## config.mk

```make
export PLATFORM = sky130hd
export DESIGN_NAME = cam_frame_writer
export DESIGN_NICKNAME = d
export VERILOG_FILES = /design/src/rtl/cam_frame_writer.sv
export SDC_FILE = /design/constraint.sdc
export NUM_CORES = 1
export LEC_CHECK = 0
export BUFFER_PORTS_ARGS = -buffer_cell sky130_fd_sc_hd__buf_4
export CAP_MARGIN = 10
export CORE_MARGIN = 2
export CORE_UTILIZATION = 58
export CTS_BUF_LIST = sky130_fd_sc_hd__clkbuf_2 sky130_fd_sc_hd__clkbuf_4 sky130_fd_sc_hd__clkbuf_8
export DETAILED_ROUTE_END_ITERATION = 8
export GPL_TIMING_DRIVEN = 1
export PLACE_DENSITY_LB_ADDON = 0.25
export SYNTH_ARGS = -nofsm -noshare
export SYNTH_HDL_FRONTEND = slang
export SYNTH_SLANG_ARGS = --single-unit
```

## constraint.sdc

```tcl
create_clock -name clk -period 5.4 [get_ports clk]
set_clock_uncertainty 0.15 [all_clocks]
set_input_delay 1.35 -clock clk [delete_from_list [all_inputs] [get_ports clk]]
set_output_delay 1.35 -clock clk [all_outputs]
set_load 0.01 [all_outputs]
```

## src/rtl/cam_frame_writer.sv

```systemverilog
// cam_frame_writer: buffers captured pixels in a small FIFO and writes each one
// to BASE_ADDR + pixel index over an Avalon write port, one frame at a time.
module cam_frame_writer #(
  parameter logic [28:0] BASE_ADDR    = 29'h0000000,
  parameter int          FRAME_PIXELS = 307200,
  parameter int          FIFO_DEPTH   = 16
) (
  input  logic        clk,
  input  logic        reset,
  input  logic        enable,
  input  logic        ram_rdy,
  input  logic        frame_start,
  input  logic        pix_valid,
  input  logic [23:0] pix_data,
  input  logic        avl_ready,
  output logic        avl_write_req,
  output logic [28:0] avl_addr,
  output logic [31:0] avl_wdata,
  output logic        frame_done,
  output logic        overflow,
  output logic        frame_err,
  output logic        busy
);
  localparam int AW = $clog2(FIFO_DEPTH);
  localparam int CW = $clog2(FRAME_PIXELS + 1);
  localparam logic [CW-1:0] LAST  = CW'(FRAME_PIXELS - 1);
  localparam logic [AW:0]   DEPTH = (AW+1)'(FIFO_DEPTH);
  localparam logic [AW:0]   ONE   = (AW+1)'(1);
  typedef enum logic [1:0] {IDLE, ARM, STREAM, DRAIN} state_t;
  state_t r_state, w_next;
  logic [CW-1:0] r_pix_cnt;
  logic [AW:0] r_wr_ptr, r_rd_ptr, w_cnt, w_rd_sel;
  logic [42:0] r_mem [FIFO_DEPTH];
  logic w_take, w_push, w_abort, w_xfer, w_load, w_fin;
  // The presented write stays in the FIFO until accepted, so occupancy counts it.
  assign w_cnt    = r_wr_ptr - r_rd_ptr;
  assign w_abort  = r_state == STREAM && frame_start;
  assign w_take   = r_state == STREAM && pix_valid && !w_abort;
  assign w_push   = w_take && w_cnt != DEPTH;
  assign w_xfer   = avl_write_req && avl_ready;
  assign w_load   = !w_abort && (avl_write_req ? w_xfer && w_cnt > ONE : w_cnt != '0);
  assign w_rd_sel = w_xfer ? r_rd_ptr + ONE : r_rd_ptr;
  assign w_fin    = r_state == DRAIN && (w_cnt == '0 || (w_xfer && w_cnt == ONE));
  assign busy     = r_state != IDLE;
  always_comb begin
    w_next = r_state;
    case (r_state)
      IDLE:    w_next = enable && ram_rdy ? ARM : IDLE;
      ARM:     w_next = !enable ? IDLE : frame_start ? STREAM : ARM;
      STREAM:  w_next = w_take && r_pix_cnt == LAST ? DRAIN : STREAM;
      DRAIN:   w_next = !w_fin ? DRAIN : enable ? ARM : IDLE;
      default: w_next = IDLE;
    endcase
  end
  always_ff @(posedge clk) if (w_push) r_mem[r_wr_ptr[AW-1:0]] <= {19'(r_pix_cnt), pix_data};
  always_ff @(posedge clk) begin
    if (reset) begin
      r_state       <= IDLE;
      r_pix_cnt     <= '0;
      r_wr_ptr      <= '0;
      r_rd_ptr      <= '0;
      avl_write_req <= 1'b0;
      avl_addr      <= '0;
      avl_wdata     <= '0;
      frame_done    <= 1'b0;
      overflow      <= 1'b0;
      frame_err     <= 1'b0;
    end else begin
      r_state       <= w_next;
      frame_done    <= w_fin;
      r_pix_cnt     <= (r_state == ARM || w_abort) ? '0 : w_take ? r_pix_cnt + CW'(1) : r_pix_cnt;
      // An abort keeps only the write already on the bus.
      r_wr_ptr      <= w_abort ? r_rd_ptr + (avl_write_req ? ONE : '0) : w_push ? r_wr_ptr + ONE : r_wr_ptr;
      r_rd_ptr      <= w_xfer ? r_rd_ptr + ONE : r_rd_ptr;
      avl_write_req <= w_load || (avl_write_req && !w_xfer);
      if (w_take && w_cnt == DEPTH) overflow <= 1'b1;
      if (w_abort) frame_err <= 1'b1;
      if (w_load) begin
        avl_addr  <= BASE_ADDR + 29'(r_mem[w_rd_sel[AW-1:0]][42:24]);
        avl_wdata <= {8'h00, r_mem[w_rd_sel[AW-1:0]][23:0]};
      end
    end
  end
endmodule

```

# ---- Word level (Yosys, flattened, before mapping)
# Memory sizes are Yosys's and may differ from the RTL's. A register that Yosys moved wholly into a read port is not among the register bits.
# Index checks and enable logic that the tools add are counted.
dict set report op_classes {
  n_addsub 5
  n_lt_le_gt_ge 1
  n_eq_ne 7
  n_mux 14
  n_reduce_logical 24
}
# op n
set op_table {}
lappend op_table {{$add 19x1->19 const B} 1}
lappend op_table {{$eq 19x19->1 const B} 1}
lappend op_table {{$logic_and 1x1->1} 13}
lappend op_table {{$add 5x1->5 const B} 2}
lappend op_table {{$mux 5} 2}
lappend op_table {{$pmux 2 s4} 1}
lappend op_table {{$mux 1} 7}
lappend op_table {{$mux 2} 3}
lappend op_table {{$add 5x1->5} 1}
lappend op_table {{$eq 5x1->1 const B} 1}
lappend op_table {{$eq 5x5->1 const B} 1}
lappend op_table {{$gt 5x1->1 const B} 1}
lappend op_table {{$logic_not 5->1} 1}
lappend op_table {{$ne 5x5->1 const B} 1}
lappend op_table {{$reduce_bool 5->1} 1}
lappend op_table {{$sub 5x5->5} 1}
lappend op_table {{$eq 2x2->1 const B} 2}
lappend op_table {{$mux 4} 1}
lappend op_table {{$reduce_bool 2->1} 2}
lappend op_table {{$logic_or 1x1->1} 3}
lappend op_table {{$eq 2x1->1 const B} 1}
lappend op_table {{$logic_not 1->1} 2}
lappend op_table {{$logic_not 2->1} 1}
lappend op_table {{$reduce_or 2->1} 1}
dict set report word_totals {
  reg_bits 35
  ram_bits 688
  in_bits 31
  out_inout_bits 66
  wordCells 61
  mem_count 1
}
# name depth width read_ports rd_clocked_by_memory_dff write_ports line
set mem_list {}
lappend mem_list {r_mem 16 43 1 1 1 33} ;# logic [42:0] r_mem [FIFO_DEPTH];

# ---- Longest topological paths before layout
dict set report depth {
  ltp_word 7
  mapped_depth 11
  mapped_depth_nobuf 9
}

# ---- Worst setup path after synthesis
# Ideal clock, no wire load.
dict set report synth_timing {
  path_kind {in2reg}
  start {input port frame_start}
  end {memory r_mem[3][0], enable pin}
  setup_ns 0.497
  arrival_time_ns 5.053
  t_required_ns 4.753
  setup_slack_ns -0.299
  path_stages 6
  n_path_buf 2
  cell_sequence {nand4bb_1 clkbuf_1 a31oi_1 buf_2 nand2_1 nor3_1}
}
dict set report synth_via {
  elab_chain_cells 6
}
# element line
set synth_lines {}
lappend synth_lines {{start: declaration} 12} ;# input logic frame_start,
lappend synth_lines {{$logic_and 1x1->1} 37} ;# assign w_abort = r_state == STREAM && frame_start;
lappend synth_lines {{$logic_not 1->1} 38} ;# assign w_take = r_state == STREAM && pix_valid && !w_abort;
lappend synth_lines {{$logic_and 1x1->1} 38}
lappend synth_lines {{$logic_and 1x1->1} 39} ;# assign w_push = w_take && w_cnt != DEPTH;
lappend synth_lines {{$mux 1} 55} ;# always_ff @(posedge clk) if (w_push) r_mem[r_wr_ptr[AW-1:0]] <= {19'(r_pix_cnt), pix_data};
lappend synth_lines {{$mux 1 (implied by the code)} 55}
lappend synth_lines {{end: declaration} 33}
# Every way passes these cells.

# ---- Worst setup path in the final report
dict set report layout_timing {
  start {register r_rd_ptr[0]}
  end {memory r_mem[14][37], enable pin}
}
dict set report layout_via {
  elab_chain_cells 5
}
# element line
set layout_lines {}
lappend layout_lines {{start: declaration} 32} ;# logic [AW:0] r_wr_ptr, r_rd_ptr, w_cnt, w_rd_sel;
lappend layout_lines {{start signal: assignment} 74} ;# r_rd_ptr <= w_xfer ? r_rd_ptr + ONE : r_rd_ptr;
lappend layout_lines {{$sub 5x5->5} 36} ;# assign w_cnt = r_wr_ptr - r_rd_ptr;
lappend layout_lines {{$ne 5x5->1} 39}
lappend layout_lines {{$logic_and 1x1->1} 39}
lappend layout_lines {{$mux 1} 55}
lappend layout_lines {{$mux 1 (implied by the code)} 55}
# Every way passes these cells.

==> results_dict.tcl <==
set metrics [dict create \
    slew_violations 0 \
    cap_viol_max_count 0 \
    clkLatencyLatePin_ns 0.73 \
    worst-r2r-setup-slack_ns 1.53 \
    cts_setup_buffers 0 \
    worst_pin_slew_ns 0.972 \
    setup_tns_ns 0 \
    overflow 0 \
    rsz0062_at_grt "no" \
    async_reset_ff_frac 0 \
    yosys_warnings 0 \
    crit_path_start_kind "register" \
    min_period_over_period 0.717 \
    die_y_microns 230 \
    cts_tree "done" \
    drt_pre_antenna_iters 5 \
    synth-edff-count 688 \
    fillers 3301 \
    r2r_start "r_rd_ptr[0]" \
    yosysSeqAreaShare 0.750 \
    port-buffer-count 78 \
    rows 82 \
    drc_errors 0 \
    rr_endpoint "r_mem[14][37]" \
    worstSetupEndpoint "r_mem[14][37]" \
    die-area_sq_um 52900 \
    cts_buffer_depth 3 \
    holdBufCountCts 0 \
    crit_path_end_kind "register" \
    finalWeightedCongestion 0.770 \
    die_x_microns 230 \
    cts_root_buf "clkbuf_8" \
    yosys_register_bits 766 \
    seqCellArea_sq_um 22200 \
    dp_cells 2170 \
    crit_type "reg2reg" \
    grt_pass1_vias 15270 \
    power_uw 13800 \
    worstPathMaxFanout 23 \
    final_net_count 1658 \
    avgSynthCellArea_sq_um 20.3 \
    arrival_ns 4.11 \
    finish.instance_area_sq_um 33400 \
    core_area_sq_um 50300 \
    outcome "completed" \
    p_int_uw 10300 \
    multi_input_area_sq_um 6950 \
    wl_mm 62.5 \
    min_period_ns 3.87 \
    synthFlopType "edfxtp_1" \
    relSlewSlack 0.352 \
    cts.sink_count 766 \
    start_util 0.589 \
    cp.required_ns 5.64 \
    avgRoutedWirePerCell_microns 26.2 \
    cts_buffers 114 \
    place_area_sq_um 31100 \
    power_density_nw_per_um2 414 \
    vias 14834 \
    ctsResizeCount 0 \
    seq_power_share 0.482 \
    setup-violations-final 0 \
    fmax_ghz 0.258 \
    grt_antenna_before_repair 1 \
    grt_pass1_wl_mm 93.5 \
    synth_cell_type_count 55 \
    syn_inst 1461 \
    clkTransAtPathRegs_ns 0.06 \
    power.leakage_uw 0.0122 \
    dp_hpwl_mm 31.8 \
    viasPerCell 6.22 \
    reg2reg_depth 9 \
    synth_area_sq_um 29600 \
    drt_iter0_drc 1563 \
    crit_path_start "r_rd_ptr[0]" \
    swShare 0.251 \
    peakVddDrop_v 0.000390 \
    finalNonFillerCells 2386 \
    switchingPower_uw 3470 \
    cts_max_level 3 \
    ant_nets 0 \
    power_frac_comb 0.181 \
    min_path_type "reg2reg" \
    grt_max_degree 114 \
    drive_gt1_frac 0.295 \
    ios 97 \
    hold_viol 0 \
    syn_to_final_growth_pct 12.7 \
    clkPwrFrac 0.337 \
    track_usage 0.241 \
    diodes 0 \
]
logic make-up after synthesis:
logic type | share of synthesized area
AND/OR/NAND/NOR | 0.0321
XOR/XNOR | 0.00946
other | 0.000127
adder cells (fa/ha/maj) | 0.00574
multiplexers | 0.158
buffers and inverters | 0.0206
AO/OA/AOI/OAI | 0.0246
flip-flops | 0.750
synth_stat cells, types with 2 or more instances:
cell,n,share of area
clkbuf_1,24,0.0030
nor3_1,7,0.0012
nand2_1,99,0.013
nand3_1,9,0.0015
or3_1,4,0.00084
buf_6,14,0.0053
dfxtp_1,78,0.053
and3_1,18,0.0038
xor2_1,16,0.0047
nand3b_1,2,0.00051
a21oi_1,9,0.0015
and4_1,2,0.00059
nor2b_1,2,0.00042
a311oi_1,2,0.00059
nand2b_1,2,0.00042
o21ai_0,4,0.00068
o22ai_1,8,0.0017
inv_2,2,0.00025
a2111oi_0,2,0.00059
nand4_1,8,0.0017
buf_4,20,0.0051
edfxtp_1,688,0.70
nor4b_1,2,0.00059
inv_1,8,0.0010
and2_1,2,0.00042
nor4_1,2,0.00042
buf_2,34,0.0057
ha_1,12,0.0051
a32o_1,43,0.015
a211oi_1,3,0.00076
mux4_2,168,0.13
a31oi_1,7,0.0015
mux2i_1,87,0.029
a211o_1,2,0.00059
xnor2_1,11,0.0033
nor2_1,40,0.0051
o31a_1,2,0.00059
cells in the final DEF (no fill, tap or decap), types with 12 or more instances in the layout:
cell type,netlist,routed
a32o_1,43,43
and3_2,0,15
buf_12,0,15
buf_4,20,98
clkbuf_4,0,48
clkbuf_8,0,124
clkinv_1,0,19
clkinv_2,0,18
conb_1,1,18
dfxtp_1,78,78
edfxtp_1,688,688
ha_1,12,12
mux2i_1,87,87
mux4_2,168,168
nand2_1,99,99
nor2_1,40,40
xor2_1,16,16
per-layer routing:
metal / global-route usage / vias to the layer above / wire length, microns
li1: - / 6279 / -
met1: 0.336 / 7812 / 25800
met2: 0.388 / 600 / 30400
met3: 0.0451 / 141 / 4440
met4: 0.0877 / 2 / 1910
met5: 0 / - / 13
sequential cells by signal (all words and copies together), names as in the netlist, 2 cells and up:
signal	flops
r_wr_ptr	5
avl_addr	19
r_pix_cnt	19
avl_wdata	24
r_rd_ptr	5
r_mem	688
r_state	2
layout make-up:
class / instances / share of cell area
Clock buffer: 172 / 0.0619
Clock inverter: 44 / 0.00738
Inverter: 10 / 0.00112
Multi-Input combinational cell: 609 / 0.208
Sequential cell: 766 / 0.665
Tap cell: 672 / 0.0252
Timing Repair Buffer: 113 / 0.0310
how the worst min path moves through the flow:
stage | from | endpoint | slack, ns | cells past startpoint
after floorplan | r_wr_ptr[4] | r_wr_ptr[4] | 0.32 | 1
after global placement | avl_addr[7] | avl_addr[7] | 0.30 | 1
after detailed placement | avl_wdata[11] | avl_wdata[11] | 0.32 | 1
after CTS | avl_wdata[11] | avl_wdata[11] | 0.33 | 1
after global routing | avl_wdata[17] | avl_wdata[17] | 0.35 | 1
final | avl_wdata[20] | avl_wdata[20] | 0.32 | 1
power groups by stage:
| stage | registers [uW] | logic [uW] | clock network (uW) |
|---|---|---|---|
| 6_report | 6660 | 2500 | 4660 |
| 5_1_grt | 6670 | 2700 | 4990 |
| 4_1_cts | 6660 | 2540 | 4740 |
| 3_5_place_dp | 6790 | 2540 | 0 |
| 3_3_place_gp | 6790 | 2500 | 0 |
| 2_1_floorplan | 6770 | 1940 | 0 |
metrics by stage:
stage,hold slack [ns],setup slack [ns],util
after detailed placement,0.317,1.36,0.618
after global placement,0.304,1.39,0.618
after global routing,0.349,1.37,0.664
after floorplan,0.321,1.02,-
after CTS,0.331,1.47,0.664
final,0.323,1.53,0.664
worst max-delay path, stage by stage, from the launching register on:
cell and delay [ns]:
dfxtp_1 0.50, ha_1 0.32, fa_1 0.41, nand2b_1 0.17, a21oi_1 0.28, xnor2_1 0.17, a31oi_1 0.19, buf_4 0.24
and3_2 0.76, buf_12 0.31
(Power assumes the default switching activity.)
